--- src/rtl/dwrr_flow_queues_if.sv ---
// ---------------------------------------------------------------------------
// dwrr_flow_queues_if
// Bundles the signals between the per-flow packet queues and their
// environment: the upstream enqueue port, the request/grant pair shared
// with the DWRR arbiter, the dequeued-packet output port and status.
//
// Signals:
//   in_valid / in_flow / in_data / in_ready : upstream enqueue handshake
//   reqs / gnt                              : request vector to, and
//                                             one-hot grant from, the arbiter
//   out_valid / out_flow / out_data         : registered dequeued packet
//   occupancy                               : packed per-queue entry counts
//   gnt_err                                 : sticky grant protocol error
//
// Modports:
//   slave  : the queue block itself
//   master : the environment (sources, arbiter, packet sink)
// ---------------------------------------------------------------------------
interface dwrr_flow_queues_if #(
    parameter int NUM_REQS = 4,
    parameter int DWID     = 8,
    parameter int DEPTH    = 4,
    parameter int IDXW     = $clog2(NUM_REQS),
    parameter int OCCW     = $clog2(DEPTH + 1)
);
    logic                     in_valid;
    logic [IDXW-1:0]          in_flow;
    logic [DWID-1:0]          in_data;
    logic                     in_ready;
    logic [NUM_REQS-1:0]      reqs;
    logic [NUM_REQS-1:0]      gnt;
    logic                     out_valid;
    logic [IDXW-1:0]          out_flow;
    logic [DWID-1:0]          out_data;
    logic [NUM_REQS*OCCW-1:0] occupancy;
    logic                     gnt_err;

    modport slave (
        input  in_valid, in_flow, in_data, gnt,
        output in_ready, reqs, out_valid, out_flow, out_data, occupancy, gnt_err
    );

    modport master (
        output in_valid, in_flow, in_data, gnt,
        input  in_ready, reqs, out_valid, out_flow, out_data, occupancy, gnt_err
    );
endinterface

--- src/rtl/dwrr_flow_queues.sv ---
// ---------------------------------------------------------------------------
// dwrr_flow_queues
// Requestor side of a DWRR arbiter. Holds NUM_REQS independent packet FIFOs
// of DEPTH entries each. Every non-empty FIFO raises its reqs bit; a valid
// one-hot grant pops the head of the granted FIFO into a registered output
// port one cycle later. Upstream sources enqueue by flow index.
//
// Ports:
//   clk  : single clock, all state updates on the rising edge
//   rst  : synchronous, active-low reset
//   bus  : dwrr_flow_queues_if.slave
//          in_valid/in_flow/in_data/in_ready - enqueue handshake
//                                              (in_ready is combinational)
//          reqs      - queue i non-empty, from registered counts only
//          gnt       - arbiter grant, one-hot or zero
//          out_valid/out_flow/out_data       - registered popped packet
//          occupancy - packed counts, queue i at [(i+1)*OCCW-1:i*OCCW]
//          gnt_err   - sticky: grant to an empty queue or multi-bit grant
// ---------------------------------------------------------------------------
module dwrr_flow_queues #(
    parameter int NUM_REQS = 4,
    parameter int DWID     = 8,
    parameter int DEPTH    = 4,
    parameter int IDXW     = $clog2(NUM_REQS),
    parameter int OCCW     = $clog2(DEPTH + 1)
) (
    input  logic                 clk,
    input  logic                 rst,
    dwrr_flow_queues_if.slave    bus
);

    // Pointer width covers 0..DEPTH-1; DEPTH need not be a power of two.
    localparam int PTRW = (DEPTH > 1) ? $clog2(DEPTH) : 1;
    // Width able to hold a population count of the grant vector.
    localparam int CNTW = $clog2(NUM_REQS + 1);

    localparam logic [OCCW-1:0] FULL_CNT  = OCCW'(DEPTH);
    localparam logic [OCCW-1:0] ZERO_CNT  = {OCCW{1'b0}};
    localparam logic [OCCW-1:0] ONE_CNT   = OCCW'(1);
    localparam logic [PTRW-1:0] LAST_PTR  = PTRW'(DEPTH - 1);
    localparam logic [PTRW-1:0] ZERO_PTR  = {PTRW{1'b0}};
    localparam logic [PTRW-1:0] ONE_PTR   = PTRW'(1);
    localparam logic [CNTW-1:0] ONE_GNT   = CNTW'(1);

    // Advance a ring pointer, wrapping explicitly after the last entry so
    // non-power-of-two depths work.
    function automatic logic [PTRW-1:0] ptr_inc(input logic [PTRW-1:0] ptr);
        logic [PTRW-1:0] nxt;
        if (ptr == LAST_PTR) begin
            nxt = ZERO_PTR;
        end else begin
            nxt = ptr + ONE_PTR;
        end
        return nxt;
    endfunction

    // ------------------------------------------------------------------
    // State
    // ------------------------------------------------------------------
    logic [DWID-1:0] mem_r    [NUM_REQS][DEPTH];
    logic [PTRW-1:0] wr_ptr_r [NUM_REQS];
    logic [PTRW-1:0] rd_ptr_r [NUM_REQS];
    logic [OCCW-1:0] count_r  [NUM_REQS];

    logic            out_valid_r;
    logic [IDXW-1:0] out_flow_r;
    logic [DWID-1:0] out_data_r;
    logic            gnt_err_r;

    // ------------------------------------------------------------------
    // Combinational decode
    // ------------------------------------------------------------------
    logic [OCCW-1:0]          in_cnt_s;
    logic                     in_hit_s;
    logic                     in_ready_s;
    logic [NUM_REQS-1:0]      push_vec_s;
    logic [NUM_REQS-1:0]      pop_vec_s;
    logic [CNTW-1:0]          gnt_ones_s;
    logic [IDXW-1:0]          gnt_idx_s;
    logic [OCCW-1:0]          gnt_cnt_s;
    logic [DWID-1:0]          head_data_s;
    logic                     pop_valid_s;
    logic                     gnt_bad_s;
    logic [NUM_REQS-1:0]      reqs_s;
    logic [NUM_REQS*OCCW-1:0] occupancy_s;

    // Select the count of the addressed upstream flow; an index beyond
    // NUM_REQS never matches, so such a packet is never accepted.
    always_comb begin
        in_cnt_s = ZERO_CNT;
        in_hit_s = 1'b0;
        for (int i = 0; i < NUM_REQS; i++) begin
            if (bus.in_flow == IDXW'(i)) begin
                in_cnt_s = count_r[i];
                in_hit_s = 1'b1;
            end else begin
                in_cnt_s = in_cnt_s;
                in_hit_s = in_hit_s;
            end
        end
    end

    // Readiness uses the pre-pop count: a full queue refuses a push even
    // when it is popped in the same cycle.
    always_comb begin
        if (rst && in_hit_s && (in_cnt_s != FULL_CNT)) begin
            in_ready_s = 1'b1;
        end else begin
            in_ready_s = 1'b0;
        end
    end

    // Grant decode: population count, granted index and that queue's head.
    always_comb begin
        gnt_ones_s  = {CNTW{1'b0}};
        gnt_idx_s   = {IDXW{1'b0}};
        gnt_cnt_s   = ZERO_CNT;
        head_data_s = {DWID{1'b0}};
        for (int i = 0; i < NUM_REQS; i++) begin
            gnt_ones_s = gnt_ones_s + CNTW'(bus.gnt[i]);
            if (bus.gnt[i]) begin
                gnt_idx_s   = IDXW'(i);
                gnt_cnt_s   = count_r[i];
                head_data_s = mem_r[i][rd_ptr_r[i]];
            end else begin
                gnt_idx_s   = gnt_idx_s;
                gnt_cnt_s   = gnt_cnt_s;
                head_data_s = head_data_s;
            end
        end
    end

    // A pop needs a one-hot grant to a non-empty queue; any other non-zero
    // grant is a protocol error. Grants are ignored while in reset.
    always_comb begin
        if (rst && (gnt_ones_s == ONE_GNT) && (gnt_cnt_s != ZERO_CNT)) begin
            pop_valid_s = 1'b1;
        end else begin
            pop_valid_s = 1'b0;
        end
        if (rst && (bus.gnt != {NUM_REQS{1'b0}}) && !pop_valid_s) begin
            gnt_bad_s = 1'b1;
        end else begin
            gnt_bad_s = 1'b0;
        end
    end

    // Per-queue push/pop strobes plus request and occupancy views, all
    // derived from registered counts (no fall-through to reqs).
    always_comb begin
        push_vec_s  = {NUM_REQS{1'b0}};
        pop_vec_s   = {NUM_REQS{1'b0}};
        reqs_s      = {NUM_REQS{1'b0}};
        occupancy_s = {(NUM_REQS*OCCW){1'b0}};
        for (int i = 0; i < NUM_REQS; i++) begin
            push_vec_s[i] = bus.in_valid & in_ready_s & (bus.in_flow == IDXW'(i));
            pop_vec_s[i]  = pop_valid_s & bus.gnt[i];
            reqs_s[i]     = (count_r[i] != ZERO_CNT);
            occupancy_s[i*OCCW +: OCCW] = count_r[i];
        end
    end

    // ------------------------------------------------------------------
    // Sequential logic
    // ------------------------------------------------------------------

    // Pointer and count update per queue; push and pop together leave the
    // count unchanged.
    always_ff @(posedge clk) begin
        if (!rst) begin
            for (int i = 0; i < NUM_REQS; i++) begin
                wr_ptr_r[i] <= ZERO_PTR;
                rd_ptr_r[i] <= ZERO_PTR;
                count_r[i]  <= ZERO_CNT;
            end
        end else begin
            for (int i = 0; i < NUM_REQS; i++) begin
                if (push_vec_s[i]) begin
                    wr_ptr_r[i] <= ptr_inc(wr_ptr_r[i]);
                end
                if (pop_vec_s[i]) begin
                    rd_ptr_r[i] <= ptr_inc(rd_ptr_r[i]);
                end
                case ({push_vec_s[i], pop_vec_s[i]})
                    2'b10:   count_r[i] <= count_r[i] + ONE_CNT;
                    2'b01:   count_r[i] <= count_r[i] - ONE_CNT;
                    default: count_r[i] <= count_r[i];
                endcase
            end
        end
    end

    // Packet storage; contents are don't-care after reset.
    always_ff @(posedge clk) begin
        for (int i = 0; i < NUM_REQS; i++) begin
            if (push_vec_s[i]) begin
                mem_r[i][wr_ptr_r[i]] <= bus.in_data;
            end
        end
    end

    // Registered output port and sticky grant error flag.
    always_ff @(posedge clk) begin
        if (!rst) begin
            out_valid_r <= 1'b0;
            out_flow_r  <= {IDXW{1'b0}};
            out_data_r  <= {DWID{1'b0}};
            gnt_err_r   <= 1'b0;
        end else begin
            out_valid_r <= pop_valid_s;
            if (pop_valid_s) begin
                out_flow_r <= gnt_idx_s;
                out_data_r <= head_data_s;
            end
            if (gnt_bad_s) begin
                gnt_err_r <= 1'b1;
            end
        end
    end

    assign bus.in_ready  = in_ready_s;
    assign bus.reqs      = reqs_s;
    assign bus.occupancy = occupancy_s;
    assign bus.out_valid = out_valid_r;
    assign bus.out_flow  = out_flow_r;
    assign bus.out_data  = out_data_r;
    assign bus.gnt_err   = gnt_err_r;

endmodule

--- src/flat_wrapper.sv ---
// flat-port wrapper written by rule: the top's interface ports become plain ports
module dwrr_flow_queues_flat 
#(
    parameter int NUM_REQS = 4,
    parameter int DWID     = 8,
    parameter int DEPTH    = 4,
    parameter int IDXW     = $clog2(NUM_REQS),
    parameter int OCCW     = $clog2(DEPTH + 1)
)
  (clk, rst, bus_in_valid, bus_in_flow, bus_in_data, bus_gnt, bus_in_ready, bus_reqs, bus_out_valid, bus_out_flow, bus_out_data, bus_occupancy, bus_gnt_err);
  dwrr_flow_queues_if #(.NUM_REQS(NUM_REQS), .DWID(DWID), .DEPTH(DEPTH), .IDXW(IDXW), .OCCW(OCCW)) bus_i ();
  input  logic clk;
  input  logic rst;
  input wire logic [$bits(bus_i.in_valid)-1:0] bus_in_valid;
  input wire logic [$bits(bus_i.in_flow)-1:0] bus_in_flow;
  input wire logic [$bits(bus_i.in_data)-1:0] bus_in_data;
  input wire logic [$bits(bus_i.gnt)-1:0] bus_gnt;
  output wire logic [$bits(bus_i.in_ready)-1:0] bus_in_ready;
  output wire logic [$bits(bus_i.reqs)-1:0] bus_reqs;
  output wire logic [$bits(bus_i.out_valid)-1:0] bus_out_valid;
  output wire logic [$bits(bus_i.out_flow)-1:0] bus_out_flow;
  output wire logic [$bits(bus_i.out_data)-1:0] bus_out_data;
  output wire logic [$bits(bus_i.occupancy)-1:0] bus_occupancy;
  output wire logic [$bits(bus_i.gnt_err)-1:0] bus_gnt_err;
  assign bus_i.in_valid = bus_in_valid;
  assign bus_i.in_flow = bus_in_flow;
  assign bus_i.in_data = bus_in_data;
  assign bus_i.gnt = bus_gnt;
  assign bus_in_ready = bus_i.in_ready;
  assign bus_reqs = bus_i.reqs;
  assign bus_out_valid = bus_i.out_valid;
  assign bus_out_flow = bus_i.out_flow;
  assign bus_out_data = bus_i.out_data;
  assign bus_occupancy = bus_i.occupancy;
  assign bus_gnt_err = bus_i.gnt_err;
  dwrr_flow_queues #(.NUM_REQS(NUM_REQS), .DWID(DWID), .DEPTH(DEPTH), .IDXW(IDXW), .OCCW(OCCW)) u_core (.clk(clk), .rst(rst), .bus(bus_i));
endmodule
--- config.mk ---
export PLATFORM = sky130hd
export DESIGN_NAME = dwrr_flow_queues_flat
export DESIGN_NICKNAME = d
export VERILOG_FILES = /design/src/rtl/dwrr_flow_queues_if.sv /design/src/rtl/dwrr_flow_queues.sv /design/src/flat_wrapper.sv
export SDC_FILE = /design/constraint.sdc
export NUM_CORES = 1
export LEC_CHECK = 0
export CORE_MARGIN = 5
export CORE_UTILIZATION = 62
export CTS_CLUSTER_SIZE = 8
export DETAILED_ROUTE_END_ITERATION = 16
export GPL_ROUTABILITY_DRIVEN = 0
export PLACE_DENSITY_LB_ADDON = 0.1
export SYNTH_ARGS = -nofsm -noshare
export SYNTH_HDL_FRONTEND = slang
export SYNTH_SLANG_ARGS = --single-unit
export TNS_END_PERCENT = 1
--- constraint.sdc ---
create_clock -name clk -period 12.1 [get_ports clk]
set_clock_uncertainty 0.2 [all_clocks]
set_input_delay 2.42 -clock clk [delete_from_list [all_inputs] [get_ports clk]]
set_output_delay 2.42 -clock clk [all_outputs]
set_load 0.02 [all_outputs]
=== Yosys cells after proc, flatten, opt, wreduce, memory -nomap -nowiden ===
Memories as Yosys holds them, arrays and structs flattened.
Index checks and enable logic that the tools add are counted.

* Bits in registers: 12
* Bits in writable memories: 156
* Output and inout port bits: 29
* Memories kept: 4

* Add/sub/neg operators: 19
* Order comparisons: 12
* Equality and inequality tests: 21
* Multiplexer cells: 160
* Bitwise logic cells: 37
* Reduce and logical (&&, ||, !) cells: 25

{| class="wikitable"
|+ Memories
! name !! words !! width !! rd ports !! clocked after memory_dff !! wr ports !! RTL line !! text
|-
| u_core.mem_r || 4 || 32 || 4 || 0 || 1 || dwrr_flow_queues.sv:60 || <nowiki>logic [DWID-1:0] mem_r [NUM_REQS][DEPTH];</nowiki>
|-
| u_core.count_r || 4 || 3 || 4 || 0 || 4 || dwrr_flow_queues.sv:63 || <nowiki>logic [OCCW-1:0] count_r [NUM_REQS];</nowiki>
|-
| u_core.rd_ptr_r || 4 || 2 || 4 || 0 || 4 || dwrr_flow_queues.sv:62 || <nowiki>logic [PTRW-1:0] rd_ptr_r [NUM_REQS];</nowiki>
|-
| u_core.wr_ptr_r || 4 || 2 || 4 || 0 || 4 || dwrr_flow_queues.sv:61 || <nowiki>logic [PTRW-1:0] wr_ptr_r [NUM_REQS];</nowiki>
|}

{| class="wikitable"
|+ Operators with widths
! kind !! number
|-
| 32-bit two-way mux || 10
|-
| 8-bit two-way mux || 16
|-
| 32-bit OR reduction || 3
|-
| 2-bit two-way mux || 37
|-
| 1-bit two-way mux || 69
|-
| 8-bit binary-select mux with 2-bit select || 4
|-
| 8-bit demux with 2-bit select || 4
|-
| 3-bit two-way mux || 20
|-
| 2-bit == test (second input constant) || 14
|-
| 3-bit greater-or-equal comparator (second input constant) || 8
|-
| 2-bit inverter with 3-bit output || 8
|-
| 1-bit bitwise OR || 20
|-
| 2-bit by 1-bit adder with 2-bit output (second input constant) || 8
|-
| 3-bit nonzero test || 5
|-
| 3-bit by 1-bit adder with 3-bit output (second input constant) || 4
|-
| 3-bit by 1-bit less-than comparator with 1-bit output (second input constant) || 4
|-
| 3-bit by 1-bit subtractor with 3-bit output (second input constant) || 4
|-
| 2-bit by 1-bit == test with 1-bit output (second input constant) || 5
|-
| 1-bit logical AND || 10
|-
| 1-bit bitwise AND || 9
|-
| 2-bit OR reduction || 4
|-
| 3-bit by 1-bit adder with 3-bit output || 2
|-
| 4-bit nonzero test || 1
|-
| 3-bit by 1-bit == test with 1-bit output (second input constant) || 1
|-
| other kinds (4) || 4
|}

=== Longest topological paths before layout ===
* Depth in word-level cells: 17
* Gate-level depth with buffers: 20
* Gate-level depth less buffers: 19

=== Worst setup path after synthesis ===
No wires, ideal clock.

* Path type: input -> register
* Start: input port bus_gnt[2]
* End: memory u_core.count_r[1][2] (netlist name) (data pin)
* Setup time: 255 ps
* Data arrival time: 5578 ps
* Required time: 11645 ps
* Setup slack: 6067 ps
* Stages: 19
* Buffers on the path: 2
* Cell sequence: clkbuf_1 -> inv_1 -> fa_1 -> inv_1 -> ha_1 -> nor4b_1 -> o211ai_1 -> or2_1 -> inv_2 -> buf_4 -> nand2_1 -> inv_1 -> ha_1 -> nand2_1 -> fa_1 -> xor2_1 -> nor3_1 -> a21oi_1 -> nor2b_1

{| class="wikitable"
|+ RTL lines
! item !! RTL line !! text
|-
| start, declared || flat_wrapper.sv:17 || <nowiki>input wire logic [$bits(bus_i.gnt)-1:0] bus_gnt;</nowiki>
|-
| end, declared || dwrr_flow_queues.sv:63 ||
|}

=== Worst setup path in the final report ===
* Start: input port rst
* End: output port bus_in_ready

* Word-level cells in the longest chain between the ends: 3

{| class="wikitable"
|+ RTL lines
! item !! RTL line !! text
|-
| start, declared || flat_wrapper.sv:13 || <nowiki>input logic rst;</nowiki>
|-
| 1-bit logical AND (2 in series) || dwrr_flow_queues.sv:106 || <nowiki>if (rst && in_hit_s && (in_cnt_s != FULL_CNT)) begin</nowiki>
|-
| 1-bit two-way mux || dwrr_flow_queues.sv:106 ||
|-
| end, declared || flat_wrapper.sv:18 || <nowiki>output wire logic [$bits(bus_i.in_ready)-1:0] bus_in_ready;</nowiki>
|}

No other way between the ends.

==> flow_metrics.py <==
metrics = {
    "cells_and_area": {
        "nets": 585,
        "n_fill_cell": 784,
        "area_growth_pct": 15.1,
        "layout.cells.non_filler": 690,
        "drive_gt1_share_pct": 11.0,
        "diodes": 0,
    },
    "clock_tree": {
        "cts_resized": 0,
        "path_clk_slew_ps": 60,
        "cts.htree.levels": 4,
        "clock-root-buffer": "clkbuf_16",
        "clk_path_buf_depth": 2,
        "clkSinkCount": 168,
        "post_cts_buffers": 0,
        "clkLatencyLatePin_ps": 420,
        "numCtsBuffers": 17,
        "cts_tree": "yes",
        "cts_hold_buf": 0,
    },
    "floorplan": {
        "dieArea_sq_um": 14300,
        "ios": 46,
        "die-height_um": 120,
        "die_w_um": 120,
        "core_sq_um": 11900,
        "start_util_pct": 62.7,
        "row_count": 40,
    },
    "critical_path": {
        "rr_endpoint": "u_core.count_r[1][2]",
        "crit_fanout": 37,
        "reg2reg_slack_ps": 8570,
        "path_class": "in2out",
        "cp-end-kind": "output pin",
        "r2r_cells": 13,
        "cp_data_arrival_time_ps": 4350,
        "startpoint_type": "input port",
        "cp-startpoint": "rst",
        "required_ps": 9480,
        "reg2reg_from": "u_core.count_r[3][2]",
    },
    "worst_hold_path": {
        "hold_end": "u_core.bus.out_data[2]",
        "whs_path_depth": 2,
        "min_from": "u_core.bus.out_data[2]",
        "worst_hold_path_type": "reg2reg",
    },
    "logic_synthesis": {
        "syn_area_sq_um": 7470,
        "netlist_top_cells_area": "edfxtp_1, mux4_2, ha_1",
        "synth_top_area_share_pct": 62.7,
        "syn-num-nets": 541,
        "synth_largest_area_cell": "edfxtp_1",
        "syn_inst": 486,
        "yosysMostFrequentCell": "edfxtp_1",
        "synth.avg_cell_area_sq_um": 15.4,
        "synth-seq-cells": 168,
        "synth_common_cells": "edfxtp_1, ha_1, inv_1, nand2_1, mux2i_1",
        "yosysUniqueCellTypes": 53,
        "ys.warnings.count": 0,
        "synth_edf_count": 156,
        "synthFlopType": "edfxtp_1",
        "ys_seq_area_share_pct": 65.9,
        "ys_async_sr_fraction_pct": 0,
    },
    "timing": {
        "slew_viol_final": 0,
        "clock.fmax_mhz": 144,
        "finalSetupViolCount": 0,
        "rsz0062_at_grt": "no",
        "fin_tns_setup_ps": 0,
        "final-hold-violation-count": 0,
        "slew_headroom_pct": 34.1,
        "worst_pin_slew_ps": 989,
        "period_minus_slack_ps": 6970,
        "holdWs_ps": 299,
        "finalCritPeriodShare_pct": 57.6,
    },
    "run_status": {
        "status": "completed",
    },
    "detailed_routing": {
        "wl_um": 15500,
        "ant_nets": 0,
        "drtIter0Drc": 310,
        "via_count": 4215,
        "first_pass_iters": 4,
        "viasPerCell": 6.11,
        "post-route-drc-count": 0,
        "wl_per_cell_um": 22.5,
    },
    "place": {
        "port-buffer-count": 45,
        "hpwl_um": 10600,
        "dp.cells": 658,
    },
    "global_routing": {
        "grt_pass1_wl_um": 24200,
        "overflow": 0,
        "grt_max_degree": 38,
        "gr-usage-all-layers_pct": 22.9,
        "antenna_found_initial": 0,
        "grt_pass1_vias": 4322,
    },
    "power_and_ir_drop": {
        "cellLeakagePower_uw": 0.00312,
        "power_density_nw_per_um2": 154,
        "irDropWorstVdd_mv": 0.111,
        "total_power_uw": 1320,
    },
    "run": {
        "maxCapViolations": 0,
    },
}
-- cells by family (layout without fill, tap and decap cells) --
group | Yosys count | after routing | share of synthesized area [%]
multiplexers | 44 | 44 | 9.25
XOR/XNOR | 3 | 3 | 0.352
AO/OA/AOI/OAI | 68 | 68 | 6.27
adder cells (fa/ha/maj) | 38 | 38 | 6.77
flip-flops | 168 | 168 | 65.9
buffers and inverters | 54 | 111 | 3.13
AND/OR/NAND/NOR | 111 | 111 | 8.29
-- per-layer routing --
metal,up-vias,part of all wire (%),global-route usage (%)
li1,1944,-,-
met3,24,4.0,5.04
met1,2136,42,30.6
met2,111,51,37.3
met5,-,0,0
met4,0,2.2,8.38
-- placed cells by master, fill, tap and decap left out, types with 3 or more instances in the layout --
cell type,Yosys,final
nor2_1,18,18
clkinvlp_4,0,3
mux4_2,20,20
fa_1,4,4
o21ai_0,12,12
nor3b_1,7,7
and2_1,13,13
a21boi_0,4,4
ha_1,34,34
clkbuf_16,0,17
nand2_1,26,26
nand2b_1,3,3
nor3_1,11,11
nand3_1,4,4
a21oi_1,14,14
a211o_1,7,7
and3_1,7,7
o22ai_1,7,7
or3_1,4,4
o211a_1,3,3
clkinv_2,0,4
o31ai_1,3,3
clkdlybuf4s50_1,0,45
a221oi_1,3,3
bufinv_16,0,3
edfxtp_1,156,156
inv_1,30,30
nor2b_1,4,4
xor2_1,3,3
o211ai_1,8,8
mux2i_1,24,24
dfxtp_1,12,12
-- through the flow --
step	util [%]	cell area, sq um	worst slack [ps]
6_report	72.2	8600	5130
5_1_grt	72.2	8600	4980
4_1_cts	72.2	8600	5150
3_5_place_dp	67.2	8000	4910
3_3_place_gp	67.2	8000	5110
2_1_floorplan	-	7470	6070
-- layout make-up --
cell class                      count  area, sq um  share of cell area [%]
Multi-Input combinational cell    264         2310                    26.9
Inverter                           33          126                    1.47
Timing Repair Buffer               46          458                    5.33
Tap cell                          147          184                    2.14
Clock buffer                       20          447                    5.19
Sequential cell                   168         4920                    57.3
Clock inverter                     12          150                    1.75
-- registers in the layout, summed over array words and instances (netlist names) --
signal	count
u_core.bus.out_flow	2
u_core.bus.gnt_err	1
u_core.wr_ptr_r	8
u_core.rd_ptr_r	8
u_core.bus.out_valid	1
u_core.count_r	12
u_core.mem_r	128
u_core.bus.out_data	8
-- how the worst max path moves through the flow --
stage,to,cells past startpoint
final,bus_in_ready,5
after CTS,bus_in_ready,5
after global placement,u_core.count_r[2][2],20
after detailed placement,u_core.count_r[1][2],20
after floorplan,u_core.count_r[1][2],19
after global routing,bus_in_ready,5
-- critical path, stage by stage --
cell,delay [ps]
clkdlybuf4s50_1,450
buf_4,350
a21boi_0,310
and3_1,200
clkdlybuf4s50_1,590
-- power by group --
| part | switching [uW] | leakage (uW) | internal (uW) |
|---|---|---|---|
| Combinational | 62.5 | 0.00129 | 48.8 |
| Clock | 215 | 0.000287 | 330 |
| Sequential | 17.5 | 0.00154 | 649 |
| Total | 295 | 0.00312 | 1030 |
Power figures use the tool's default switching activity.
